[config.mk]
export PLATFORM = sky130hd
export DESIGN_NAME = cpu_irq_arbiter
export DESIGN_NICKNAME = d
export VERILOG_FILES = /design/src/rtl/cpu_irq_arbiter.sv
export SDC_FILE = /design/constraint.sdc
export NUM_CORES = 1
export LEC_CHECK = 0
export ABC_AREA = 1
export BUFFER_PORTS_ARGS = -buffer_cell sky130_fd_sc_hd__buf_4
export CAP_MARGIN = 30
export CORE_ASPECT_RATIO = 0.9
export CORE_MARGIN = 4
export CORE_UTILIZATION = 49
export DETAILED_ROUTE_END_ITERATION = 10
export HOLD_SLACK_MARGIN = 0.06
export PLACE_DENSITY = 0.77
export SLEW_MARGIN = 10
export SYNTH_ARGS = -nofsm -noshare
export SYNTH_HDL_FRONTEND = slang
export SYNTH_SLANG_ARGS = --single-unit
[constraint.sdc]
create_clock -name i_clock -period 3.26 [get_ports i_clock]
set_clock_uncertainty 0.05 [all_clocks]
set_input_delay 0.652 -clock i_clock [delete_from_list [all_inputs] [get_ports i_clock]]
set_output_delay 0.652 -clock i_clock [all_outputs]
set_load 0.005 [all_outputs]
[src/rtl/cpu_irq_arbiter.sv]
`default_nettype none
// ============================================================================
//  Module      : cpu_irq_arbiter
//  Description : Round-robin interrupt arbiter feeding the CPU external
//                interrupt input. Software claims an interrupt by reading
//                CLAIM and completes it by writing the claimed id back.
//  Revision    : 1.0  initial release
// ============================================================================
module cpu_irq_arbiter #(
   parameter int SOURCES = 8
) (
   input  logic               i_clock,
   input  logic               i_reset,
   input  logic [SOURCES-1:0] i_sources,
   input  logic               i_request,
   input  logic               i_rw,
   input  logic [3:0]         i_address,
   input  logic [31:0]        i_wdata,
   output logic [31:0]        o_rdata,
   output logic               o_ready,
   output logic               o_interrupt
);

   localparam int         c_ID_W         = 5;
   localparam logic [5:0] c_NSRC         = 6'(SOURCES);
   localparam logic [4:0] c_LAST         = 5'(SOURCES - 1);
   localparam logic [1:0] c_ADDR_PENDING = 2'd0;
   localparam logic [1:0] c_ADDR_ENABLE  = 2'd1;
   localparam logic [1:0] c_ADDR_CLAIM   = 2'd2;
   localparam logic [1:0] c_ADDR_STATUS  = 2'd3;

   typedef enum logic [0:0] {
      ST_IDLE = 1'b0,
      ST_ACK  = 1'b1
   } state_t;

   state_t              r_state;
   logic                r_ready;
   logic [31:0]         r_rdata;
   logic [SOURCES-1:0]  r_sync1;
   logic [SOURCES-1:0]  r_sync2;
   logic [SOURCES-1:0]  r_sync3;
   logic [SOURCES-1:0]  r_pending;
   logic [SOURCES-1:0]  r_enable;
   logic                r_in_service;
   logic [c_ID_W-1:0]   r_svc_id;
   logic [c_ID_W-1:0]   r_rr_ptr;
   logic                r_irq;

   logic [SOURCES-1:0]   w_edge;
   logic [SOURCES-1:0]   w_active;
   logic                 w_any;
   logic [2*SOURCES-1:0] w_dbl_sh;
   logic [SOURCES-1:0]   w_rot;
   logic [c_ID_W-1:0]    w_off;
   logic [c_ID_W:0]      w_sum;
   logic [c_ID_W:0]      w_win6;
   logic [c_ID_W-1:0]    w_win;
   logic [c_ID_W-1:0]    w_win_id;
   logic [c_ID_W-1:0]    w_next_ptr;
   logic [SOURCES-1:0]   w_onehot;
   logic                 w_access;
   logic [1:0]           w_sel;
   logic                 w_claim_ok;
   logic                 w_complete;
   logic                 w_w1c;
   logic                 w_en_wr;
   logic [SOURCES-1:0]   w_clr;
   logic [31:0]          w_rdata;
   logic                 w_unused;

   assign w_edge   = r_sync2 & ~r_sync3;
   assign w_active = r_pending & r_enable;
   assign w_any    = |w_active;

   // Rotate the candidate vector so that bit 0 corresponds to rr_ptr.
   assign w_dbl_sh = {w_active, w_active} >> r_rr_ptr;
   assign w_rot    = w_dbl_sh[SOURCES-1:0];

   // Lowest set bit of the rotated vector is the offset from rr_ptr.
   always_comb begin
      w_off = '0;
      for (int j = SOURCES - 1; j >= 0; j--) begin
         if (w_rot[j]) begin
            w_off = 5'(j);
         end
      end
   end

   assign w_sum      = {1'b0, r_rr_ptr} + {1'b0, w_off};
   assign w_win6     = (w_sum >= c_NSRC) ? (w_sum - c_NSRC) : w_sum;
   assign w_win      = w_win6[c_ID_W-1:0];
   assign w_win_id   = w_win + 5'd1;
   assign w_next_ptr = (w_win == c_LAST) ? 5'd0 : w_win_id;

   // One-hot mask of the winning source, used to clear its pending bit.
   always_comb begin
      w_onehot = '0;
      for (int i = 0; i < SOURCES; i++) begin
         w_onehot[i] = (w_win == 5'(i));
      end
   end

   // Access decode: side effects only on the IDLE->ACK transition.
   assign w_access   = (r_state == ST_IDLE) && i_request;
   assign w_sel      = i_address[3:2];
   assign w_claim_ok = w_access && !i_rw && (w_sel == c_ADDR_CLAIM) && !r_in_service && w_any;
   assign w_complete = w_access && i_rw && (w_sel == c_ADDR_CLAIM) && r_in_service
                       && (i_wdata[4:0] == r_svc_id);
   assign w_w1c      = w_access && i_rw && (w_sel == c_ADDR_PENDING);
   assign w_en_wr    = w_access && i_rw && (w_sel == c_ADDR_ENABLE);
   assign w_clr      = (w_w1c ? i_wdata[SOURCES-1:0] : '0) | (w_claim_ok ? w_onehot : '0);

   // Read data mux; a refused claim reads as zero.
   always_comb begin
      w_rdata = '0;
      case (w_sel)
         c_ADDR_PENDING: w_rdata = 32'(r_pending);
         c_ADDR_ENABLE:  w_rdata = 32'(r_enable);
         c_ADDR_CLAIM:   w_rdata = w_claim_ok ? 32'(w_win_id) : 32'd0;
         c_ADDR_STATUS:  w_rdata = {r_in_service, 26'b0, r_svc_id};
         default:        w_rdata = '0;
      endcase
   end

   // Two-flop synchroniser plus a third stage for rising-edge detection.
   always_ff @(posedge i_clock or negedge i_reset) begin
      if (!i_reset) begin
         r_sync1 <= '0;
         r_sync2 <= '0;
         r_sync3 <= '0;
      end else begin
         r_sync1 <= i_sources;
         r_sync2 <= r_sync1;
         r_sync3 <= r_sync2;
      end
   end

   // Pending bits: a fresh edge always wins over a same-cycle clear.
   always_ff @(posedge i_clock or negedge i_reset) begin
      if (!i_reset) begin
         r_pending <= '0;
      end else begin
         r_pending <= (r_pending & ~w_clr) | w_edge;
      end
   end

   // Enable register.
   always_ff @(posedge i_clock or negedge i_reset) begin
      if (!i_reset) begin
         r_enable <= '0;
      end else if (w_en_wr) begin
         r_enable <= i_wdata[SOURCES-1:0];
      end
   end

   // In-service tracking and round-robin pointer update.
   always_ff @(posedge i_clock or negedge i_reset) begin
      if (!i_reset) begin
         r_in_service <= 1'b0;
         r_svc_id     <= '0;
         r_rr_ptr     <= '0;
      end else if (w_claim_ok) begin
         r_in_service <= 1'b1;
         r_svc_id     <= w_win_id;
         r_rr_ptr     <= w_next_ptr;
      end else if (w_complete) begin
         r_in_service <= 1'b0;
         r_svc_id     <= '0;
      end
   end

   // Registered interrupt request towards the CPU.
   always_ff @(posedge i_clock or negedge i_reset) begin
      if (!i_reset) begin
         r_irq <= 1'b0;
      end else begin
         r_irq <= w_any & ~r_in_service;
      end
   end

   // Bus handshake FSM: one access per request, ack held until request drops.
   always_ff @(posedge i_clock or negedge i_reset) begin
      if (!i_reset) begin
         r_state <= ST_IDLE;
         r_ready <= 1'b0;
         r_rdata <= '0;
      end else begin
         case (r_state)
            ST_IDLE: begin
               if (i_request) begin
                  r_state <= ST_ACK;
                  r_ready <= 1'b1;
                  r_rdata <= i_rw ? 32'd0 : w_rdata;
               end
            end
            ST_ACK: begin
               if (!i_request) begin
                  r_state <= ST_IDLE;
                  r_ready <= 1'b0;
                  r_rdata <= '0;
               end
            end
            default: begin
               r_state <= ST_IDLE;
               r_ready <= 1'b0;
               r_rdata <= '0;
            end
         endcase
      end
   end

   assign o_ready     = r_ready;
   assign o_rdata     = r_rdata;
   assign o_interrupt = r_irq;

   // Address byte-lane bits and spare data/rotation bits are intentionally ignored.
   assign w_unused = ^{i_address[1:0], i_wdata, w_dbl_sh, w_win6};

endmodule
`default_nettype wire

==> reports/results.ini <==
[detailed_routing]
wl_per_cell_um = 15.4
ant_nets = 0
wirelength_mm = 9.09
drtIter0Drc = 220
drt-vias-per-instance = 5.33
drc_errors = 0
num_vias = 3156
drt_pass1_iterations = 6

[grt]
antenna_found_initial = 0
grt_pass1_wl_mm = 14.1
grt_pass1_vias = 3071
grt_max_degree = 64
grt_overflow_total = 0
grt_util_all_layers_pct = 22.1

[clock_tree]
root_buffer = clkbuf_8
cts.hold.buffers_added = 0
cts-htree-levels = 3
clkSlewWorstSetupHoldPaths_ns = 0.07
tritoncts.num_buffers = 9
clock_path_buffers = 2
cts_tree = done
clock_latency_ns = 0.34
cts.sinks = 63

[critical_path]
end_kind = register
critical_path_arrival_ns = 3.60
cp.required_ns = 3.42
r2r_cells = 26
critPathMostFrequentCell = nand2_1
cp_slowest_stage_delay_ns = 0.41
critical_path.slowest_cell = dfrtp_1
crit_cells = 26
path_buf_inv = 3
critical_path_class = register to register
cp_top_family = simple AND/OR/NAND/NOR gates
start_kind = register
worstPathMaxFanout = 6

[sta]
rsz0062_at_grt = true
slew_headroom_pct = 48.4
drv_slew = 0
worstMarginPinSlew_ns = 0.774
max_clock_freq_mhz = 290
min_period_ns = 3.44
worst_slack_ns = -0.183
setup_viol = 17
final.setup.tns_ns = -1.89
fin_crit_sh_pct = 106
finalHoldViolCount = 0

[die]
start_util_pct = 51.2
io_pins = 82
die_w_um = 96.1
fp.coreArea_sq_mm = 0.00669
die_area_sq_mm = 0.00839
die_h_um = 87.3
rows = 28

[final_layout]
diodes = 0
fillers = 529
drive_above_1_share_pct = 34.3
synthToLayoutAreaGrowth_pct = 30.8
stdcell_count = 592
final_nets = 554

[status]
outcome = complete, but fails checks
violations = setup timing

[place]
place_inst = 560
post-dp-hpwl_mm = 6.19
io_buffer_count = 32
place.gp.congestion = 0.901

[synth]
synth_top_area_share_pct = 46.1
synth_common_cells = nand2_1, dfrtp_1, inv_1
ys_ff_latch = 63
synthCells = 415
synth_most_common_cell = nand2_1
synth_cell_types = 41
async_flop_share_pct = 100
synth_flop_cell = dfrtp_1
synth.area.top_cells = dfrtp_1, nand2_1, buf_4
yosys.area.top_type = dfrtp_1
avgSynthCellArea_sq_um = 8.25
synth_edf_count = 0
yosysSeqAreaShare_pct = 46.1
ys_warn_count = 0
syn_area_sq_mm = 0.00342

[power]
swShare_pct = 33.9
pwr-share-seq_pct = 39.7
p_sw_mw = 0.772
pwr-share-comb_pct = 31.3
power_density_mw_per_mm2 = 509
peakVddDrop_uv = 349
internal-power_mw = 1.51
p_clk_share_pct = 29.1
power.leakage_nw = 2.22

[min_path]
holdCritPathClass = register to register
hold_depth = 0

[job]
drv_cap = 0

-- state kept, by name, indices dropped and copies added (netlist names) --
| signal | flops |
|---|---|
| o_rdata | 9 |
| r_enable | 8 |
| r_pending | 8 |
| r_sync1 | 8 |
| r_sync2 | 8 |
| r_sync3 | 8 |
| r_rr_ptr | 5 |
| r_svc_id | 5 |
| o_interrupt | 1 |
| o_ready | 1 |
| r_in_service | 1 |
| r_state | 1 |
-- stage by stage --
step / instance area, sq um / setup WS [ns] / total power, mW / hold WS [ns] / utilization (%)
3_3_place_gp: 3870 / -0.138 / 1.41 / 0.283 / 57.9
5_1_grt: 4480 / -0.418 / 2.40 / 0.310 / 66.9
6_report: 4480 / -0.183 / 2.28 / 0.300 / 66.9
2_1_floorplan: 3510 / 0.189 / 1.25 / 0.281 / -
3_5_place_dp: 3870 / -0.196 / 1.43 / 0.287 / 57.9
4_1_cts: 4300 / 0.00200 / 2.18 / 0.304 / 64.2
-- power by group through the flow --
stage / clock, mW / combinational (mW) / sequential, mW
2_1_floorplan: 0 / 0.345 / 0.902
3_3_place_gp: 0 / 0.502 / 0.910
3_5_place_dp: 0 / 0.518 / 0.912
4_1_cts: 0.680 / 0.600 / 0.900
5_1_grt: 0.712 / 0.781 / 0.911
6_report: 0.663 / 0.713 / 0.904
-- layer usage --
metal | up-vias | global-route usage (%) | part of all wire (%)
li1 | 1469 | - | -
met1 | 1469 | 27.3 | 41
met2 | 184 | 36.2 | 46
met3 | 34 | 6.22 | 9.3
met4 | 0 | 9.30 | 3.2
met5 | - | 0 | 0
-- timing repair --
item / 4_1_cts / 5_1_grt
setup buffers: 10 / 6
pin swaps: 19 / 32
resized for setup: 35 / 36
endpoints found under the setup margin: 20 / 21
-- layout by cell type (no fill, tap or decap), types with 10 or more instances in the layout --
cell,count
buf_4,76
conb_1,23
dfrtp_1,61
inv_1,45
nand2_1,86
nand2_2,14
nand3_1,20
nand3_2,11
nor2_1,20
o211ai_1,10
o21ai_0,25
-- worst paths after layout --
kind,from,end,slack [ns]
setup / recovery,r_pending[7]$_DFF_PN0_,r_rr_ptr[3]$_DFFE_PN0P_,-0.18
hold / removal,r_sync1[0]$_DFF_PN0_,r_sync2[0]$_DFF_PN0_,0.30
setup reg to reg,r_pending[7]$_DFF_PN0_,r_rr_ptr[3]$_DFFE_PN0P_,-0.18
hold reg to reg,r_sync1[0]$_DFF_PN0_,r_sync2[0]$_DFF_PN0_,0.30
max in group asynchronous,i_reset,r_rr_ptr[1]$_DFFE_PN0P_,2.27
min in group asynchronous,i_reset,o_rdata[2]$_DFFE_PN0P_,0.33
-- cell type report --
type	count	area, sq um	share of cell area (%)
Tap cell	90	113	2.52
Sequential cell	63	1580	35.3
Clock inverter	7	72.6	1.62
Multi-Input combinational cell	289	1780	39.7
Clock buffer	9	124	2.77
Timing Repair Buffer	78	593	13.2
Inverter	56	218	4.86
-- logic make-up (layout without fill, tap and decap cells) --
group | after synthesis | count (layout) | synth area share (%)
and+or+nand+nor | 178 | 178 | 23.3
buffers and inverters | 85 | 150 | 12.4
AOI/OAI and AO/OA | 77 | 77 | 13.7
DFF | 63 | 63 | 46.1
adders and majority gates | 9 | 9 | 3.51
xor gates and xnor gates | 2 | 2 | 0.951
other | 1 | 23 | 0.110
(Power assumes the default switching activity.)
